<file path="src/rtl/alu_seq_ctrl_if.sv">
`default_nettype none
// ============================================================================
//  Module      : alu_seq_ctrl_if
//  Description : Bundle of the command, datapath and result signals of the
//                ALU sequencer.
//                - slave  : view of the sequencer itself.
//                - master : view of the surrounding logic, which is the
//                  issue stage plus the combinational shifter/ALU datapath.
//  Signals     : cmd_*  command channel (valid/ready)
//                dp_*   datapath controls out, dp_f/dp_nzcv results in
//                res_*  result channel (valid/ready)
//                flags  architectural NZCV register
//  Revision    : 1.0  initial release
// ============================================================================
interface alu_seq_ctrl_if;
    logic        cmd_valid;
    logic        cmd_ready;
    logic [3:0]  cmd_cond;
    logic [3:0]  cmd_alu_op;
    logic [2:0]  cmd_shift_op;
    logic [7:0]  cmd_shift_num;
    logic [31:0] cmd_a;
    logic [31:0] cmd_b;
    logic        cmd_s;

    logic [31:0] dp_a;
    logic [31:0] dp_shift_data;
    logic [7:0]  dp_shift_num;
    logic [2:0]  dp_shift_op;
    logic [3:0]  dp_alu_op;
    logic        dp_s;
    logic        dp_carry_in;
    logic [31:0] dp_f;
    logic [3:0]  dp_nzcv;

    logic        res_valid;
    logic        res_ready;
    logic [31:0] res_data;
    logic        res_executed;
    logic [3:0]  flags;

    modport slave (
        input  cmd_valid, cmd_cond, cmd_alu_op, cmd_shift_op, cmd_shift_num,
               cmd_a, cmd_b, cmd_s, dp_f, dp_nzcv, res_ready,
        output cmd_ready, dp_a, dp_shift_data, dp_shift_num, dp_shift_op,
               dp_alu_op, dp_s, dp_carry_in, res_valid, res_data,
               res_executed, flags
    );

    modport master (
        output cmd_valid, cmd_cond, cmd_alu_op, cmd_shift_op, cmd_shift_num,
               cmd_a, cmd_b, cmd_s, dp_f, dp_nzcv, res_ready,
        input  cmd_ready, dp_a, dp_shift_data, dp_shift_num, dp_shift_op,
               dp_alu_op, dp_s, dp_carry_in, res_valid, res_data,
               res_executed, flags
    );
endinterface
`default_nettype wire

</file>
<file path="src/rtl/alu_seq_ctrl.sv">
`default_nettype none
// ============================================================================
//  Module      : alu_seq_ctrl
//  Description : Three-state sequencer (IDLE/EXEC/RESP) in front of the
//                shifter+ALU datapath. Accepts one command and checks its
//                ARM condition code against the NZCV register.
//                - pass : drives the datapath for one EXEC cycle, captures
//                  dp_f and, when S=1, dp_nzcv.
//                - fail : goes straight to RESP with a zero result.
//  Ports       : clk, rst (async, active high)
//                bus  alu_seq_ctrl_if.slave, carrying the command channel,
//                     the datapath controls/results, the result channel
//                     and the flags.
//  Revision    : 1.0  initial release
// ============================================================================
module alu_seq_ctrl (
    input  logic          clk,
    input  logic          rst,
    alu_seq_ctrl_if.slave bus
);
    localparam logic [1:0] S_IDLE = 2'd0;
    localparam logic [1:0] S_EXEC = 2'd1;
    localparam logic [1:0] S_RESP = 2'd2;

    logic [1:0]  state_q,        state_d;
    logic [31:0] a_q,            a_d;
    logic [31:0] shift_data_q,   shift_data_d;
    logic [7:0]  shift_num_q,    shift_num_d;
    logic [2:0]  shift_op_q,     shift_op_d;
    logic [3:0]  alu_op_q,       alu_op_d;
    logic        s_q,            s_d;
    logic [3:0]  flags_q,        flags_d;
    logic [31:0] res_data_q,     res_data_d;
    logic        res_executed_q, res_executed_d;

    logic w_n, w_z, w_c, w_v;
    logic cond_pass;

    assign w_n = flags_q[3];
    assign w_z = flags_q[2];
    assign w_c = flags_q[1];
    assign w_v = flags_q[0];

    // Condition is checked against the registered flags. Those flags already
    // include any update from the previous command, so chained ops see no
    // hazard.
    always_comb begin
        cond_pass = 1'b0;
        case (bus.cmd_cond)
            4'b0000: cond_pass = w_z;
            4'b0001: cond_pass = ~w_z;
            4'b0010: cond_pass = w_c;
            4'b0011: cond_pass = ~w_c;
            4'b0100: cond_pass = w_n;
            4'b0101: cond_pass = ~w_n;
            4'b0110: cond_pass = w_v;
            4'b0111: cond_pass = ~w_v;
            4'b1000: cond_pass = w_c & ~w_z;
            4'b1001: cond_pass = ~w_c | w_z;
            4'b1010: cond_pass = (w_n == w_v);
            4'b1011: cond_pass = (w_n != w_v);
            4'b1100: cond_pass = ~w_z & (w_n == w_v);
            4'b1101: cond_pass = w_z | (w_n != w_v);
            4'b1110: cond_pass = 1'b1;
            default: cond_pass = 1'b0;
        endcase
    end

    always_comb begin
        state_d        = state_q;
        a_d            = a_q;
        shift_data_d   = shift_data_q;
        shift_num_d    = shift_num_q;
        shift_op_d     = shift_op_q;
        alu_op_d       = alu_op_q;
        s_d            = s_q;
        flags_d        = flags_q;
        res_data_d     = res_data_q;
        res_executed_d = res_executed_q;
        case (state_q)
            S_IDLE: begin
                if (bus.cmd_valid) begin
                    a_d          = bus.cmd_a;
                    shift_data_d = bus.cmd_b;
                    shift_num_d  = bus.cmd_shift_num;
                    shift_op_d   = bus.cmd_shift_op;
                    alu_op_d     = bus.cmd_alu_op;
                    s_d          = bus.cmd_s;
                    if (cond_pass) begin
                        state_d = S_EXEC;
                    end else begin
                        state_d        = S_RESP;
                        res_data_d     = 32'd0;
                        res_executed_d = 1'b0;
                    end
                end
            end
            S_EXEC: begin
                res_data_d     = bus.dp_f;
                res_executed_d = 1'b1;
                if (s_q) begin
                    flags_d = bus.dp_nzcv;
                end
                state_d = S_RESP;
            end
            S_RESP: begin
                if (bus.res_ready) begin
                    state_d = S_IDLE;
                end
            end
            default: state_d = S_IDLE;
        endcase
    end

    always_ff @(posedge clk or posedge rst) begin
        if (rst) begin
            state_q        <= S_IDLE;
            a_q            <= 32'd0;
            shift_data_q   <= 32'd0;
            shift_num_q    <= 8'd0;
            shift_op_q     <= 3'd0;
            alu_op_q       <= 4'd0;
            s_q            <= 1'b0;
            flags_q        <= 4'd0;
            res_data_q     <= 32'd0;
            res_executed_q <= 1'b0;
        end else begin
            state_q        <= state_d;
            a_q            <= a_d;
            shift_data_q   <= shift_data_d;
            shift_num_q    <= shift_num_d;
            shift_op_q     <= shift_op_d;
            alu_op_q       <= alu_op_d;
            s_q            <= s_d;
            flags_q        <= flags_d;
            res_data_q     <= res_data_d;
            res_executed_q <= res_executed_d;
        end
    end

    assign bus.cmd_ready     = (state_q == S_IDLE);
    assign bus.res_valid     = (state_q == S_RESP);
    assign bus.dp_a          = a_q;
    assign bus.dp_shift_data = shift_data_q;
    assign bus.dp_shift_num  = shift_num_q;
    assign bus.dp_shift_op   = shift_op_q;
    assign bus.dp_alu_op     = alu_op_q;
    // S reaches the datapath only in the single execute cycle.
    assign bus.dp_s          = (state_q == S_EXEC) & s_q;
    // Carry-in is the registered C flag; in EXEC this is the pre-update value.
    assign bus.dp_carry_in   = flags_q[1];
    assign bus.res_data      = res_data_q;
    assign bus.res_executed  = res_executed_q;
    assign bus.flags         = flags_q;
endmodule
`default_nettype wire

</file>
<file path="src/flat_wrapper.sv">
// flat-port wrapper written by rule: the top's interface ports become plain ports
module alu_seq_ctrl_flat 
  (clk, rst, bus_cmd_valid, bus_cmd_cond, bus_cmd_alu_op, bus_cmd_shift_op, bus_cmd_shift_num, bus_cmd_a, bus_cmd_b, bus_cmd_s, bus_dp_f, bus_dp_nzcv, bus_res_ready, bus_cmd_ready, bus_dp_a, bus_dp_shift_data, bus_dp_shift_num, bus_dp_shift_op, bus_dp_alu_op, bus_dp_s, bus_dp_carry_in, bus_res_valid, bus_res_data, bus_res_executed, bus_flags);
  alu_seq_ctrl_if bus_i ();
  input  logic clk;
  input  logic rst;
  input wire logic [$bits(bus_i.cmd_valid)-1:0] bus_cmd_valid;
  input wire logic [$bits(bus_i.cmd_cond)-1:0] bus_cmd_cond;
  input wire logic [$bits(bus_i.cmd_alu_op)-1:0] bus_cmd_alu_op;
  input wire logic [$bits(bus_i.cmd_shift_op)-1:0] bus_cmd_shift_op;
  input wire logic [$bits(bus_i.cmd_shift_num)-1:0] bus_cmd_shift_num;
  input wire logic [$bits(bus_i.cmd_a)-1:0] bus_cmd_a;
  input wire logic [$bits(bus_i.cmd_b)-1:0] bus_cmd_b;
  input wire logic [$bits(bus_i.cmd_s)-1:0] bus_cmd_s;
  input wire logic [$bits(bus_i.dp_f)-1:0] bus_dp_f;
  input wire logic [$bits(bus_i.dp_nzcv)-1:0] bus_dp_nzcv;
  input wire logic [$bits(bus_i.res_ready)-1:0] bus_res_ready;
  output wire logic [$bits(bus_i.cmd_ready)-1:0] bus_cmd_ready;
  output wire logic [$bits(bus_i.dp_a)-1:0] bus_dp_a;
  output wire logic [$bits(bus_i.dp_shift_data)-1:0] bus_dp_shift_data;
  output wire logic [$bits(bus_i.dp_shift_num)-1:0] bus_dp_shift_num;
  output wire logic [$bits(bus_i.dp_shift_op)-1:0] bus_dp_shift_op;
  output wire logic [$bits(bus_i.dp_alu_op)-1:0] bus_dp_alu_op;
  output wire logic [$bits(bus_i.dp_s)-1:0] bus_dp_s;
  output wire logic [$bits(bus_i.dp_carry_in)-1:0] bus_dp_carry_in;
  output wire logic [$bits(bus_i.res_valid)-1:0] bus_res_valid;
  output wire logic [$bits(bus_i.res_data)-1:0] bus_res_data;
  output wire logic [$bits(bus_i.res_executed)-1:0] bus_res_executed;
  output wire logic [$bits(bus_i.flags)-1:0] bus_flags;
  assign bus_i.cmd_valid = bus_cmd_valid;
  assign bus_i.cmd_cond = bus_cmd_cond;
  assign bus_i.cmd_alu_op = bus_cmd_alu_op;
  assign bus_i.cmd_shift_op = bus_cmd_shift_op;
  assign bus_i.cmd_shift_num = bus_cmd_shift_num;
  assign bus_i.cmd_a = bus_cmd_a;
  assign bus_i.cmd_b = bus_cmd_b;
  assign bus_i.cmd_s = bus_cmd_s;
  assign bus_i.dp_f = bus_dp_f;
  assign bus_i.dp_nzcv = bus_dp_nzcv;
  assign bus_i.res_ready = bus_res_ready;
  assign bus_cmd_ready = bus_i.cmd_ready;
  assign bus_dp_a = bus_i.dp_a;
  assign bus_dp_shift_data = bus_i.dp_shift_data;
  assign bus_dp_shift_num = bus_i.dp_shift_num;
  assign bus_dp_shift_op = bus_i.dp_shift_op;
  assign bus_dp_alu_op = bus_i.dp_alu_op;
  assign bus_dp_s = bus_i.dp_s;
  assign bus_dp_carry_in = bus_i.dp_carry_in;
  assign bus_res_valid = bus_i.res_valid;
  assign bus_res_data = bus_i.res_data;
  assign bus_res_executed = bus_i.res_executed;
  assign bus_flags = bus_i.flags;
  alu_seq_ctrl u_core (.clk(clk), .rst(rst), .bus(bus_i));
endmodule
</file>
<file path="config.mk">
export PLATFORM = sky130hd
export DESIGN_NAME = alu_seq_ctrl_flat
export DESIGN_NICKNAME = d
export VERILOG_FILES = /design/src/rtl/alu_seq_ctrl_if.sv /design/src/rtl/alu_seq_ctrl.sv /design/src/flat_wrapper.sv
export SDC_FILE = /design/constraint.sdc
export NUM_CORES = 1
export LEC_CHECK = 0
export ABC_AREA = 1
export BUFFER_PORTS_ARGS = -buffer_cell sky130_fd_sc_hd__buf_4
export CORE_ASPECT_RATIO = 1.2
export CORE_MARGIN = 4
export CORE_UTILIZATION = 30
export DETAILED_ROUTE_END_ITERATION = 6
export SLEW_MARGIN = 30
export SYNTH_ARGS = -nofsm -noshare
export SYNTH_HDL_FRONTEND = slang
export SYNTH_SLANG_ARGS = --single-unit
export TNS_END_PERCENT = 30
</file>
<file path="constraint.sdc">
create_clock -name clk -period 3.9 [get_ports clk]
set_clock_uncertainty 0.2 [all_clocks]
set_input_delay 0.585 -clock clk [delete_from_list [all_inputs] [get_ports clk]]
set_output_delay 0.585 -clock clk [all_outputs]
set_load 0.01 [all_outputs]
</file>
# Yosys cells after proc, flatten, opt, wreduce, memory -nomap -nowiden
# Cells that the tools add are included.
# op_classes
addsub	0
magnitude_cmp	0
reduce_logical	7
n_div	0
shift	0
bitwise_logic	9
n_eq_ne	21
multipliers	0
muxes	11
# ops
op	count
$mux 32	2
$pmux 32 s2	1
$eq 4x4->1 const B	7
$eq 4x3->1 const B	4
$pmux 1 s15	1
$eq 4x2->1 const B	2
$mux 2	3
$ne 2x2->1 const B	3
$pmux 2 s3	1
$reduce_and 2->1	3
$eq 4x1->1 const B	1
$logic_not 4->1	1
$not 1->1	4
$and 1x1->1	3
$reduce_and 3->1	1
$eq 2x1->1 const B	1
$eq 2x2->1 const B	1
$logic_not 2->1	1
$mux 1	2
$or 1x1->1	2
$pmux 1 s2	1
$reduce_bool 2->1	1
$eq 1x1->1	1
$ne 1x1->1	1
# totals
mem_bits_rw	0
rom_bits	0
output_inout_bits	120
latchBits	0
ff_bits	119
memories	0
elab_cells	58

# Depth between registers and ports, before layout
# logic_depth
depth_word	6
depth_mapped	11
ltp_nobuf	10

# Least setup slack after synthesis
# Ideal clock, no wire load.
# synth_path
kind	input-to-reg
startpoint	input bus_cmd_cond[0]
endpoint	register u_core.res_executed_q, in the netlist u_core.bus.res_executed
arrival_ns	1.435
setup_slack_ns	2.140
cell_stages	11
required_ns	3.575
n_path_buf	1
cell_sequence	inv_1 -> nor2_1 -> nand2_1 -> nand3_1 -> nand2_1 -> nand2_1 -> nor2_2 -> nand3_4 -> buf_6 -> nand2_1 -> nand2_1
# synth_via
elab_chain_len	4
word_cells_on_any_way	18
classes_between	eq/ne: 15; mux: 1; reduce/logical: 2
# synth_lines
element	line_no	source
start, declared	flat_wrapper.sv:8	input wire logic [$bits(bus_i.cmd_cond)-1:0] bus_cmd_cond;
$eq 4x4->1, or another cell as far along	alu_seq_ctrl.sv:49	case (bus.cmd_cond)
$pmux 1 s15 (*)	alu_seq_ctrl.sv:49	
$ne 2x2->1 (no line) (*)	-	
$reduce_and 3->1 (no line) (*)	-	
end signal, assigned	alu_seq_ctrl.sv:137	res_executed_q <= res_executed_d;
end, declared	alu_seq_ctrl.sv:34	logic res_executed_q, res_executed_d;
# Every way passes the cells marked *; elsewhere a longest branch is shown, timed or not.
# A chain may end at the register's enable or synchronous reset.

# Worst setup path after layout
# layout_path
startpoint	register u_core.state_q[0]
endpoint	output bus_dp_s
# layout_via
elab_chain_len	2
# layout_lines
element	line_no	source
start, declared	alu_seq_ctrl.sv:25	logic [1:0] state_q, state_d;
start signal, assigned	alu_seq_ctrl.sv:128	state_q <= state_d;
$eq 2x1->1	alu_seq_ctrl.sv:149	assign bus.dp_s = (state_q == S_EXEC) & s_q;
$and 1x1->1	alu_seq_ctrl.sv:149	
end, declared	flat_wrapper.sv:24	output wire logic [$bits(bus_i.dp_s)-1:0] bus_dp_s;
# No other way between the ends.

==> summary.md <==
| Metric | Value |
|---|---|
| Outcome | `finished, final reports clean` |
| DR vias | `4400` |
| Die Y | `147 µm` |
| Total negative setup slack | `0 ns` |
| Cell Count, Final, Fillers Out | `1022` |
| Layout cell share with drive strength beyond 1 | `36.2%` |
| TritonCTS clock tree | `done` |
| Register area share after synthesis | `62.0%` |
| Fillers | `1581` |
| GP Congestion | `0.819` |
| Fin. max-slew vios | `0` |
| Final Critical Period | `2.19 ns` |
| CTS buffer count | `17` |
| Placed Area | `6820 µm²` |
| Post-Syn Area | `4800 µm²` |
| Slew @ Worst Pin | `0.869 ns` |
| Number of global-route vias before repair | `4305` |
| Sequential share of power | `35.2%` |
| First-pass GRT wire length | `22000 µm` |
| Total power | `6.24 mW` |
| Fin util | `47.5%` |
| Peak VDD IR | `0.386 mV` |
| Syn-to-layout area delta | `54.6%` |
| Worst slew margin | `42.1%` |
| Min-Delay Path Class | `in -> async` |
| Synth warn | `0` |
| Synth unique cells | `20` |
| Worst-path clk slew | `0.05 ns` |
| CTS Buffer Depth | `2` |
| Critical Path Sink Type | `output port` |
| Syn nets | `685` |
| Final HPWL from detailed placement | `10100 µm` |
| Required time of the critical path | `3.12 ns` |
| Post-layout instance area | `7420 µm²` |
| Pre-antenna DRT Iters | `4` |
| # nets final | `928` |
| Crit Path Class | `reg -> out` |
| Cell row count | `50` |
| Initial core utilization | `30.7%` |
| Total track usage | `15.6%` |
| Final hold violations | `0` |
| Number of port buffers | `243` |
| Net Sw Power | `2.19 mW` |
| N_diodes | `0` |
| Final Cycle Share | `56.1%` |
| Grt total ovfl | `0` |
| Internal | `4.05 mW` |
| Power per cell area | `841 nW/µm²` |
| Core area | `15600 µm²` |
| Setup Viol. Count Final | `0` |
| Die Width | `123 µm` |
| Initial antenna violation count | `0` |
| Largest net degree at the start of global routing | `81` |
| Die ar. | `18100 µm²` |
| Crit-path max FO | `9` |
| Setup Fix Bufs, Post-CTS | `0` |
| Hold Buf Count CTS | `0` |
| Max-cap violations | `0` |
| Startpoint types | `flip-flop` |
| Arrival time worst endpoint | `1.40 ns` |
| I/O Pins | `244` |
| Synthesized area per cell | `8.56 µm²` |
| RSZ-0062 raised after global routing | `no` |
| Post-route ant nets | `0` |
| #FFs+latches synth | `119` |
| CTS H-Tree Depth | `4` |
| Sink Count | `119` |
| Combinational share of power | `39.2%` |
| Root Driver | `clkbuf_16` |
| Routed wire length | `14200 µm` |
| Clk Latency, worst-skew pair | `0.40 ns` |
| DR DRC count | `0` |
| Routed len/inst | `13.9 µm` |
| Cells after Synth | `561` |
| Total leakage power | `4.21 nW` |
| Maximum clock rate | `457 MHz` |
| Switching Fraction | `35.2%` |
| Resized Gates After CTS | `0` |
| Clock Power Share | `25.6%` |
| Via/cell ratio | `4.31` |
| Cells after DPL | `993` |
| 1st-iter DRT viols | `213` |
[registers in the layout (all words and copies together) (netlist names), 2 cells and up]
name,cells
u_core.bus.dp_a,32
u_core.bus.dp_alu_op,4
u_core.bus.dp_shift_data,32
u_core.bus.dp_shift_num,8
u_core.bus.dp_shift_op,3
u_core.bus.flags,4
u_core.bus.res_data,32
u_core.state_q,2
[cell usage in the layout (no fill, tap or decap)]
cell / synthesis / layout
nand2_1: 340 / 339
buf_4: 1 / 249
dfrtp_1: 119 / 119
nand3_1: 28 / 28
clkbuf_16: 0 / 17
inv_1: 15 / 14
nor2_1: 9 / 9
nand3_2: 8 / 8
clkinvlp_4: 0 / 4
o21ai_0: 4 / 4
clkbuf_8: 0 / 4
bufinv_16: 0 / 3
nand2_2: 1 / 2
nor2_2: 2 / 2
clkinv_1: 2 / 2
a21oi_1: 2 / 2
clkinv_2: 0 / 2
inv_2: 1 / 1
nor3_1: 1 / 1
o21ai_2: 1 / 1
nand3_4: 1 / 1
o211ai_1: 1 / 1
buf_12: 0 / 1
[final cells by class]
class | count | area (µm²) | share of cell area [%]
timing repair buffer | 250 | 1890 | 25.5
inverter | 18 | 71.3 | 0.961
clock inverter | 8 | 123 | 1.65
multi-input combinational | 398 | 1620 | 21.8
clock buffer | 21 | 480 | 6.47
tap | 208 | 260 | 3.51
sequential | 119 | 2980 | 40.1
[Yosys cell counts (all sizes together)]
library cell | instances | share of area, %
o21ai | 5 | 0.60
nor3 | 1 | 0.10
nand2 | 341 | 27
nor2 | 11 | 0.96
clkinv | 2 | 0.16
o211ai | 1 | 0.16
clkbuf | 11 | 0.86
dfrtp | 119 | 62
inv | 16 | 1.3
nand3 | 37 | 5.0
buf | 15 | 2.0
a21oi | 2 | 0.21
[kinds of logic after synthesis]
family                 count (synthesis)  synth area share (%)
flip-flops                           119                  62.0
buffers and inverters                 44                  4.27
AO/OA/AOI/OAI                          8                 0.964
AND/OR/NAND/NOR                      390                  32.7
[through the flow]
stage	hold slack (ns)	setup slack, ns
6_report	0.118	1.71
5_1_grt	0.153	1.58
4_1_cts	0.135	1.66
3_5_place_dp	0.266	1.67
3_3_place_gp	0.257	1.70
2_1_floorplan	0.249	1.66
[final timing paths]
check | to | cells past startpoint | startpoint | slack, ns
worst max register to register | u_core.bus.dp_a[31] | 6 | u_core.state_q[1] | 1.85
worst min-delay path | u_core.bus.res_data[23] | 2 | rst | 0.12
max in group asynchronous | u_core.bus.dp_shift_data[14] | 3 | rst | 2.60
worst max-delay path | bus_dp_s | 5 | u_core.state_q[0] | 1.71
min in group clk | u_core.bus.dp_a[14] | 3 | bus_cmd_a[14] | 0.17
worst min register to register | u_core.bus.dp_a[27] | 2 | u_core.bus.dp_a[27] | 0.28
[critical path: stages, from the launching register on]
cell and delay [ns]:
dfrtp_1 0.38, inv_1 0.09, nor2_2 0.05, nand2_1 0.06, clkinv_1 0.21, buf_4 0.23
[metal layers]
layer / routed length, µm / up-vias / GRT usage, %
met3: 1240 / 16 / 6.24
met1: 5790 / 2029 / 19.0
met5: 0 / - / 0
met2: 6950 / 155 / 25.0
met4: 222 / 0 / 5.10
li1: - / 2200 / -
[power by group through the flow]
stage                     logic [mW]  clock network (mW)  registers [mW]
after floorplan                0.910                   0            2.45
after global placement          2.48                   0            2.20
after detailed placement        2.52                   0            2.20
after CTS                       2.51                1.64            2.20
after global routing            2.70                1.70            2.27
final                           2.45                1.60            2.20
(Power assumes the default switching activity.)
